### src/rtl/mips_pipe_pkg.sv
// Shared constants and types for the five-stage MIPS pipeline controller.
package mips_pipe_pkg;

  localparam logic [1:0] FWD_RF  = 2'b00;
  localparam logic [1:0] FWD_WB  = 2'b01;
  localparam logic [1:0] FWD_MEM = 2'b10;

  typedef enum logic [1:0] {
    MODE_NORMAL,
    MODE_FREEZE,
    MODE_FLUSH,
    MODE_STALL
  } pipe_mode_e;

  // Width-independent part of a shadow entry; the top wraps it with RA_W-wide address fields.
  typedef struct packed {
    logic valid;
    logic uses_rs;
    logic uses_rt;
    logic reg_write;
    logic mem_read;
  } stage_ctrl_t;

  localparam stage_ctrl_t CTRL_BUBBLE = '0;

endpackage

### src/rtl/mips_pipe_ctrl_if.sv
// Datapath <-> pipeline-controller bundle: ID-stage inputs, register enables/flushes, forwarding, counters.
interface mips_pipe_ctrl_if #(
  parameter int RA_W  = 5,
  parameter int CNT_W = 32
);
  logic            hit;
  logic            id_valid;
  logic [RA_W-1:0] id_rs;
  logic [RA_W-1:0] id_rt;
  logic            id_uses_rs;
  logic            id_uses_rt;
  logic [RA_W-1:0] id_dest;
  logic            id_reg_write;
  logic            id_mem_read;
  logic            mem_branch_taken;

  logic             pc_en;
  logic             ifid_en;
  logic             idex_en;
  logic             exmem_en;
  logic             memwb_en;
  logic             ifid_flush;
  logic             idex_flush;
  logic             exmem_flush;
  logic [1:0]       fwd_a;
  logic [1:0]       fwd_b;
  logic [CNT_W-1:0] stall_cnt;
  logic [CNT_W-1:0] flush_cnt;
  logic [CNT_W-1:0] retire_cnt;

  modport master (
    output hit, id_valid, id_rs, id_rt, id_uses_rs, id_uses_rt, id_dest,
           id_reg_write, id_mem_read, mem_branch_taken,
    input  pc_en, ifid_en, idex_en, exmem_en, memwb_en,
           ifid_flush, idex_flush, exmem_flush, fwd_a, fwd_b,
           stall_cnt, flush_cnt, retire_cnt
  );

  modport slave (
    input  hit, id_valid, id_rs, id_rt, id_uses_rs, id_uses_rt, id_dest,
           id_reg_write, id_mem_read, mem_branch_taken,
    output pc_en, ifid_en, idex_en, exmem_en, memwb_en,
           ifid_flush, idex_flush, exmem_flush, fwd_a, fwd_b,
           stall_cnt, flush_cnt, retire_cnt
  );
endinterface

### src/rtl/mips_fwd_sel.sv
// One EX operand's forward select: MEM beats WB, register 0 never forwards.
module mips_fwd_sel
  import mips_pipe_pkg::*;
#(
  parameter int RA_W = 5
) (
  input  logic [RA_W-1:0] src_i,
  input  logic            mem_valid_i,
  input  logic            mem_reg_write_i,
  input  logic [RA_W-1:0] mem_dest_i,
  input  logic            wb_valid_i,
  input  logic            wb_reg_write_i,
  input  logic [RA_W-1:0] wb_dest_i,
  output logic [1:0]      sel_o
);
  logic mem_hit;
  logic wb_hit;

  assign mem_hit = mem_valid_i && mem_reg_write_i && (mem_dest_i != '0) && (mem_dest_i == src_i);
  assign wb_hit  = wb_valid_i  && wb_reg_write_i  && (wb_dest_i  != '0) && (wb_dest_i  == src_i);
  assign sel_o   = mem_hit ? FWD_MEM : (wb_hit ? FWD_WB : FWD_RF);
endmodule

### src/rtl/mips_pipe_ctrl.sv
// Pipeline controller: freeze/flush/stall, EX forwarding, shadow EX/MEM/WB entries.
// Define MIPS_PIPE_PERF_EN to build the stall/flush/retire counters; otherwise they read 0.
module mips_pipe_ctrl
  import mips_pipe_pkg::*;
#(
  parameter int RA_W  = 5,
  parameter int CNT_W = 32
) (
  input logic            clk,
  input logic            rst,
  mips_pipe_ctrl_if.slave bus
);
  typedef struct packed {
    stage_ctrl_t     ctrl;
    logic [RA_W-1:0] rs;
    logic [RA_W-1:0] rt;
    logic [RA_W-1:0] dest;
  } shadow_t;

  shadow_t    ex_q, mem_q, wb_q;
  shadow_t    ex_d, mem_d, wb_d;
  shadow_t    id_entry;
  pipe_mode_e mode;
  logic       load_use;
  logic       pc_en, ifid_en, idex_en, exmem_en, memwb_en;
  logic       ifid_flush, idex_flush, exmem_flush;

  always_comb begin
    id_entry.ctrl.valid     = bus.id_valid;
    id_entry.ctrl.uses_rs   = bus.id_uses_rs;
    id_entry.ctrl.uses_rt   = bus.id_uses_rt;
    id_entry.ctrl.reg_write = bus.id_reg_write;
    id_entry.ctrl.mem_read  = bus.id_mem_read;
    id_entry.rs             = bus.id_rs;
    id_entry.rt             = bus.id_rt;
    id_entry.dest           = bus.id_dest;
  end

  assign load_use = ex_q.ctrl.valid && ex_q.ctrl.mem_read && (ex_q.dest != '0) && bus.id_valid &&
                    ((bus.id_uses_rs && (bus.id_rs == ex_q.dest)) ||
                     (bus.id_uses_rt && (bus.id_rt == ex_q.dest)));

  always_comb begin
    mode = MODE_NORMAL;
    if (!bus.hit)                                        mode = MODE_FREEZE;
    else if (bus.mem_branch_taken && mem_q.ctrl.valid)   mode = MODE_FLUSH;
    else if (load_use)                                   mode = MODE_STALL;
  end

  // NOTE: every output gets its default first, so no path through the case leaves a latch.
  always_comb begin
    pc_en       = 1'b1;
    ifid_en     = 1'b1;
    idex_en     = 1'b1;
    exmem_en    = 1'b1;
    memwb_en    = 1'b1;
    ifid_flush  = 1'b0;
    idex_flush  = 1'b0;
    exmem_flush = 1'b0;
    case (mode)
      MODE_FREEZE: begin
        pc_en    = 1'b0;
        ifid_en  = 1'b0;
        idex_en  = 1'b0;
        exmem_en = 1'b0;
        memwb_en = 1'b0;
      end
      MODE_FLUSH: begin
        ifid_flush  = 1'b1;
        idex_flush  = 1'b1;
        exmem_flush = 1'b1;
      end
      MODE_STALL: begin
        pc_en      = 1'b0;
        ifid_en    = 1'b0;
        idex_flush = 1'b1;
      end
      default: ;
    endcase
  end

  // The taken branch itself still moves into WB, but as a non-retiring entry.
  always_comb begin
    ex_d  = id_entry;
    mem_d = ex_q;
    wb_d  = mem_q;
    case (mode)
      MODE_FREEZE: begin
        ex_d  = ex_q;
        mem_d = mem_q;
        wb_d  = wb_q;
      end
      MODE_FLUSH: begin
        ex_d.ctrl      = CTRL_BUBBLE;
        mem_d.ctrl     = CTRL_BUBBLE;
        wb_d.ctrl.valid = 1'b0;
      end
      MODE_STALL: ex_d.ctrl = CTRL_BUBBLE;
      default: ;
    endcase
  end

  // NOTE: payload fields are cleared along with the valid bits so no X ever reaches the compares.
  always_ff @(posedge clk) begin
    if (rst) begin
      ex_q  <= '0;
      mem_q <= '0;
      wb_q  <= '0;
    end else begin
      // NOTE: non-blocking so every stage samples its predecessor's pre-edge value.
      ex_q  <= ex_d;
      mem_q <= mem_d;
      wb_q  <= wb_d;
    end
  end

  mips_fwd_sel #(.RA_W(RA_W)) u_fwd_a (
    .src_i          (ex_q.rs),
    .mem_valid_i    (mem_q.ctrl.valid),
    .mem_reg_write_i(mem_q.ctrl.reg_write),
    .mem_dest_i     (mem_q.dest),
    .wb_valid_i     (wb_q.ctrl.valid),
    .wb_reg_write_i (wb_q.ctrl.reg_write),
    .wb_dest_i      (wb_q.dest),
    .sel_o          (bus.fwd_a)
  );

  mips_fwd_sel #(.RA_W(RA_W)) u_fwd_b (
    .src_i          (ex_q.rt),
    .mem_valid_i    (mem_q.ctrl.valid),
    .mem_reg_write_i(mem_q.ctrl.reg_write),
    .mem_dest_i     (mem_q.dest),
    .wb_valid_i     (wb_q.ctrl.valid),
    .wb_reg_write_i (wb_q.ctrl.reg_write),
    .wb_dest_i      (wb_q.dest),
    .sel_o          (bus.fwd_b)
  );

  assign bus.pc_en       = pc_en;
  assign bus.ifid_en     = ifid_en;
  assign bus.idex_en     = idex_en;
  assign bus.exmem_en    = exmem_en;
  assign bus.memwb_en    = memwb_en;
  assign bus.ifid_flush  = ifid_flush;
  assign bus.idex_flush  = idex_flush;
  assign bus.exmem_flush = exmem_flush;

`ifdef MIPS_PIPE_PERF_EN
  logic [CNT_W-1:0] stall_cnt_q, stall_cnt_d;
  logic [CNT_W-1:0] flush_cnt_q, flush_cnt_d;
  logic [CNT_W-1:0] retire_cnt_q, retire_cnt_d;

  always_comb begin
    stall_cnt_d  = stall_cnt_q;
    flush_cnt_d  = flush_cnt_q;
    retire_cnt_d = retire_cnt_q;
    if (mode == MODE_FREEZE || mode == MODE_STALL) stall_cnt_d  = stall_cnt_q + CNT_W'(1);
    if (mode == MODE_FLUSH)                        flush_cnt_d  = flush_cnt_q + CNT_W'(1);
    if (wb_q.ctrl.valid && memwb_en)               retire_cnt_d = retire_cnt_q + CNT_W'(1);
  end

  always_ff @(posedge clk) begin
    if (rst) begin
      stall_cnt_q  <= '0;
      flush_cnt_q  <= '0;
      retire_cnt_q <= '0;
    end else begin
      stall_cnt_q  <= stall_cnt_d;
      flush_cnt_q  <= flush_cnt_d;
      retire_cnt_q <= retire_cnt_d;
    end
  end

  assign bus.stall_cnt  = stall_cnt_q;
  assign bus.flush_cnt  = flush_cnt_q;
  assign bus.retire_cnt = retire_cnt_q;
`else
  assign bus.stall_cnt  = {CNT_W{1'b0}};
  assign bus.flush_cnt  = {CNT_W{1'b0}};
  assign bus.retire_cnt = {CNT_W{1'b0}};
`endif

endmodule

### src/flat_wrapper.sv
// flat-port wrapper written by rule: the top's interface ports become plain ports
module mips_pipe_ctrl_flat import mips_pipe_pkg::*;
#(
  parameter int RA_W  = 5,
  parameter int CNT_W = 32
)
  (clk, rst, bus_hit, bus_id_valid, bus_id_rs, bus_id_rt, bus_id_uses_rs, bus_id_uses_rt, bus_id_dest, bus_id_reg_write, bus_id_mem_read, bus_mem_branch_taken, bus_pc_en, bus_ifid_en, bus_idex_en, bus_exmem_en, bus_memwb_en, bus_ifid_flush, bus_idex_flush, bus_exmem_flush, bus_fwd_a, bus_fwd_b, bus_stall_cnt, bus_flush_cnt, bus_retire_cnt);
  mips_pipe_ctrl_if #(.RA_W(RA_W), .CNT_W(CNT_W)) bus_i ();
  input logic clk;
  input logic rst;
  input wire logic [$bits(bus_i.hit)-1:0] bus_hit;
  input wire logic [$bits(bus_i.id_valid)-1:0] bus_id_valid;
  input wire logic [$bits(bus_i.id_rs)-1:0] bus_id_rs;
  input wire logic [$bits(bus_i.id_rt)-1:0] bus_id_rt;
  input wire logic [$bits(bus_i.id_uses_rs)-1:0] bus_id_uses_rs;
  input wire logic [$bits(bus_i.id_uses_rt)-1:0] bus_id_uses_rt;
  input wire logic [$bits(bus_i.id_dest)-1:0] bus_id_dest;
  input wire logic [$bits(bus_i.id_reg_write)-1:0] bus_id_reg_write;
  input wire logic [$bits(bus_i.id_mem_read)-1:0] bus_id_mem_read;
  input wire logic [$bits(bus_i.mem_branch_taken)-1:0] bus_mem_branch_taken;
  output wire logic [$bits(bus_i.pc_en)-1:0] bus_pc_en;
  output wire logic [$bits(bus_i.ifid_en)-1:0] bus_ifid_en;
  output wire logic [$bits(bus_i.idex_en)-1:0] bus_idex_en;
  output wire logic [$bits(bus_i.exmem_en)-1:0] bus_exmem_en;
  output wire logic [$bits(bus_i.memwb_en)-1:0] bus_memwb_en;
  output wire logic [$bits(bus_i.ifid_flush)-1:0] bus_ifid_flush;
  output wire logic [$bits(bus_i.idex_flush)-1:0] bus_idex_flush;
  output wire logic [$bits(bus_i.exmem_flush)-1:0] bus_exmem_flush;
  output wire logic [$bits(bus_i.fwd_a)-1:0] bus_fwd_a;
  output wire logic [$bits(bus_i.fwd_b)-1:0] bus_fwd_b;
  output wire logic [$bits(bus_i.stall_cnt)-1:0] bus_stall_cnt;
  output wire logic [$bits(bus_i.flush_cnt)-1:0] bus_flush_cnt;
  output wire logic [$bits(bus_i.retire_cnt)-1:0] bus_retire_cnt;
  assign bus_i.hit = bus_hit;
  assign bus_i.id_valid = bus_id_valid;
  assign bus_i.id_rs = bus_id_rs;
  assign bus_i.id_rt = bus_id_rt;
  assign bus_i.id_uses_rs = bus_id_uses_rs;
  assign bus_i.id_uses_rt = bus_id_uses_rt;
  assign bus_i.id_dest = bus_id_dest;
  assign bus_i.id_reg_write = bus_id_reg_write;
  assign bus_i.id_mem_read = bus_id_mem_read;
  assign bus_i.mem_branch_taken = bus_mem_branch_taken;
  assign bus_pc_en = bus_i.pc_en;
  assign bus_ifid_en = bus_i.ifid_en;
  assign bus_idex_en = bus_i.idex_en;
  assign bus_exmem_en = bus_i.exmem_en;
  assign bus_memwb_en = bus_i.memwb_en;
  assign bus_ifid_flush = bus_i.ifid_flush;
  assign bus_idex_flush = bus_i.idex_flush;
  assign bus_exmem_flush = bus_i.exmem_flush;
  assign bus_fwd_a = bus_i.fwd_a;
  assign bus_fwd_b = bus_i.fwd_b;
  assign bus_stall_cnt = bus_i.stall_cnt;
  assign bus_flush_cnt = bus_i.flush_cnt;
  assign bus_retire_cnt = bus_i.retire_cnt;
  mips_pipe_ctrl #(.RA_W(RA_W), .CNT_W(CNT_W)) u_core (.clk(clk), .rst(rst), .bus(bus_i));
endmodule
### config.mk
export PLATFORM = sky130hd
export DESIGN_NAME = mips_pipe_ctrl_flat
export DESIGN_NICKNAME = d
export VERILOG_FILES = /design/src/rtl/mips_pipe_pkg.sv /design/src/rtl/mips_pipe_ctrl_if.sv /design/src/rtl/mips_fwd_sel.sv /design/src/rtl/mips_pipe_ctrl.sv /design/src/flat_wrapper.sv
export SDC_FILE = /design/constraint.sdc
export NUM_CORES = 1
export LEC_CHECK = 0
export CAP_MARGIN = 20
export CORE_ASPECT_RATIO = 1.2
export CORE_UTILIZATION = 42
export CTS_CLUSTER_DIAMETER = 50
export DETAILED_ROUTE_END_ITERATION = 6
export PLACE_DENSITY_LB_ADDON = 0.3
export SKIP_LAST_GASP = 1
export SLEW_MARGIN = 20
export SYNTH_ARGS = -nofsm -noshare
export SYNTH_HDL_FRONTEND = slang
export SYNTH_SLANG_ARGS = --single-unit
### constraint.sdc
create_clock -name clk -period 5 [get_ports clk]
set_clock_uncertainty 0.05 [all_clocks]
set_input_delay 1.25 -clock clk [delete_from_list [all_inputs] [get_ports clk]]
set_output_delay 1.25 -clock clk [all_outputs]
set_load 0.03 [all_outputs]
==> results.py <==
metrics = {
    "cts": {
        "clkLatencyLatePin_ps": 280,
        "clk_path_buf_depth": 2,
        "tritoncts_clock_tree": "done",
        "post_cts.resized_instances": 0,
        "cts.hold.buffers_added": 0,
        "cts.root.buffer_cell": "clkbuf_8",
        "cts_inserted_buffers": 5,
        "numClockSinks": 32,
        "cts_setup_buffers": 0,
        "cts.clk_slew.worst_paths_ps": 60,
        "clock_tree.htree_level_count": 2,
    },
    "power": {
        "power.share.combinational": 0.288,
        "switching_power_summed_over_all_nets_uw": 252,
        "clockPowerShare": 0.290,
        "irDropWorstVdd_uv": 192,
        "internal_power_uw": 438,
        "seqPwrFrac": 0.423,
        "report.power.total_uw": 690,
        "pwr_density_cell_nw_per_um2": 277,
        "switching_share": 0.365,
        "p_leak_uw": 0.00121,
    },
    "yosys": {
        "postSynthRegisterBits": 32,
        "syn_area_um2": 2400,
        "syn_avg_cell_area_um2": 8.74,
        "mapped_cells": 275,
        "synth_ff_type": "dfxtp_1",
        "synthTopCellsByArea": "buf_4, dfxtp_1, mux2i_1",
        "fraction_of_the_mapped_netlist_area_in_simple_logic_gates": 0.119,
        "ys_top_cells_by_count": "buf_4, dfxtp_1, nor2_1, mux2i_1, xnor2_1",
        "synth-adder-area-share": 0,
        "synth_seq_area_share": 0.267,
        "main_combinational_cell_family_by_area_after_synthesis": "buffers and inverters",
        "yosys.area.top_type": "buf_4",
        "yosysUniqueCellTypes": 26,
        "postSynth.asyncResetShare": 0,
        "post-synth-top-area-fraction": 0.319,
        "synth_most_common_cell": "buf_4",
        "yosysWarningCount": 0,
        "synth-edff-count": 0,
        "synth_xor_area_frac": 0.109,
        "synth-compound-area-share": 0.0458,
        "synth.area.mux_share": 0.122,
    },
    "floorplan": {
        "area_of_the_die_um2": 6030,
        "die_width_um": 71.1,
        "fp-row-count": 29,
        "top_level_ports": 132,
        "die_h_um": 84.9,
        "floorplan.initialDensity": 0.445,
        "fp.coreArea_um2": 5410,
    },
    "worst_setup_path": {
        "rr_startpoint": "u_core.ex_q[3]$_SDFFE_PP0P_",
        "ff2ff_path_depth": 4,
        "cpMaxStageDelayCell": "clkdlybuf4s50_1",
        "rrSetupSlack_ps": 3460,
        "start_kind": "input port",
        "critical_path_arrival_ps": 3260,
        "endpoint_kind": "primary output",
        "worst_flop_to_flop_path_endpoint": "u_core.ex_q[19]$_SDFFE_PP0P_",
        "path_max_fanout": 5,
        "crit_type": "input port to primary output",
        "worst-endpoint-required_ps": 3700,
        "crit_path_cell_trace": "clkdlybuf4s50_1 -> xnor2_1 -> nand4_1 -> o22ai_1 -> a31o_2 -> clkdlybuf4s50_1",
        "max_stage_delay_ps": 660,
        "critical_path.most_common_cell": "clkdlybuf4s50_1",
    },
    "timing": {
        "post-route-period-util": 0.912,
        "setup_viol_count_final": 0,
        "max_freq_ghz": 0.219,
        "drv_slew": 0,
        "final.setup.tns_ps": 0,
        "final-hold-violation-count": 0,
        "min_cycle_time_layout_ps": 4560,
        "grt_setup_unrepaired": "false",
        "slew_headroom": 0.657,
        "worstMarginPinSlew_ps": 515,
    },
    "route": {
        "detail_route.wirelength_mm": 3.85,
        "first_pass_iters": 7,
        "drt_iter0_drc": 57,
        "drc": 24,
        "avgRoutedWirePerCell_um": 10.5,
        "vias_per_cell": 4.29,
        "total_number_of_vias": 1575,
        "drt.antenna.violating_nets": 0,
    },
    "hold_path": {
        "whs_endpoint": "u_core.wb_q[19]$_SDFFE_PP0P_",
        "hold_path_depth": 2,
        "hold_path.startpoint": "u_core.wb_q[19]$_SDFFE_PP0P_",
        "hold_path.class": "flip-flop to flip-flop",
    },
    "placed_design": {
        "place_hpwl_mm": 2.97,
        "numPortBuffers": 35,
        "globalplace.congestion": 0.751,
    },
    "finish": {
        "fillerInstances": 527,
        "post-route-util": 0.461,
        "syn2layout_area_growth_pct": 3.64,
        "post_route_cells_drive_above_1_share": 0.0689,
        "design.final.nets": 328,
        "insertedDiodeCount": 0,
    },
    "global_routing": {
        "vias_in_the_first_global_route": 1285,
        "first_pass_grt_wire_length_mm": 6.13,
        "grt_max_degree": 34,
        "initial_antenna_violation_count": 0,
        "global_route.overflow_total": 0,
        "groute.usage.overall": 0.130,
    },
    "job": {
        "drv.max_cap_violation_count": 0,
    },
    "run_status": {
        "outcome": "complete, but fails checks",
        "failed_checks": "DRC",
    },
}
==> cell usage in the layout, fill, tap and decap left out, types with 4 or more instances in the layout <==
cell type,netlist,layout
conb_1,1,96
a21oi_1,4,4
nand2_1,9,9
xor2_1,14,14
clkbuf_8,0,6
or4_1,5,5
dfxtp_1,32,32
nand3_1,4,4
nor4_2,4,4
mux2i_1,26,26
xnor2_1,16,16
clkdlybuf4s50_1,0,34
nor2_1,27,27
a31oi_1,4,4
==> cells by family (layout without fill, tap and decap cells) <==
family	count (synthesis)	count (layout)
other	1	96
buffers and inverters	112	47
multiplexers	29	29
flip-flops	32	32
XOR/XNOR	30	30
AND/OR/NAND/NOR	55	55
AO/OA/AOI/OAI	16	16
==> layer usage <==
layer | wire length (um) | global-route usage
met1 | 1700 | 0.164
met5 | 0 | 0
met2 | 1850 | 0.211
met4 | 53 | 0.0545
met3 | 247 | 0.0309
==> metrics by stage <==
stage          hold slack [ps]  cells  cell area, um2  setup slack, ps
6_report                   429    367            2490              438
5_1_grt                    459    367            2490              289
4_1_cts                    436    367            2490              404
3_5_place_dp               426    359            2400              408
3_3_place_gp               412    359            2400              421
2_1_floorplan              382    370            2760             1200
==> how the worst max path moves through the flow <==
| stage | end | depth (start not counted) | startpoint |
|---|---|---|---|
| after floorplan | bus_pc_en | 4 | bus_hit |
| after detailed placement | bus_idex_flush | 6 | bus_id_rs[4] |
| after CTS | bus_idex_flush | 6 | bus_id_rs[4] |
| after global placement | bus_idex_flush | 6 | bus_id_rs[3] |
| after global routing | bus_idex_flush | 6 | bus_id_rs[4] |
| final | bus_idex_flush | 6 | bus_id_rs[4] |
==> layout make-up <==
cell class / count / area, um2 / share of cell area
clock buffers: 6 / 82.6 / 0.0331
clock inverters: 2 / 10.0 / 0.00402
inverters: 2 / 7.51 / 0.00301
multi-input cells: 226 / 1310 / 0.527
flip-flops and latches: 32 / 641 / 0.257
well taps: 62 / 77.6 / 0.0311
repair buffers: 37 / 360 / 0.145
==> power groups by stage <==
stage	Clock [uW]	Sequential, uW	Combinational (uW)
finish	200	292	199
global route	217	294	213
CTS	207	292	198
detailed placement	0	297	198
global placement	0	297	196
floorplan	0	292	223
==> registers in the layout, summed over array words and instances (netlist names) <==
signal and cells:
u_core.ex_q 18, u_core.wb_q 7, u_core.mem_q 7
==> worst max-delay path: cells and delay by family <==
| family | cells | cell delay (ps) |
|---|---|---|
| buffers and inverters | 2 | 1170 |
| AO/OA/AOI/OAI | 2 | 590 |
| XOR/XNOR | 1 | 140 |
| AND/OR/NAND/NOR | 1 | 120 |
Note: power is estimated with default switching activity, not from simulation.
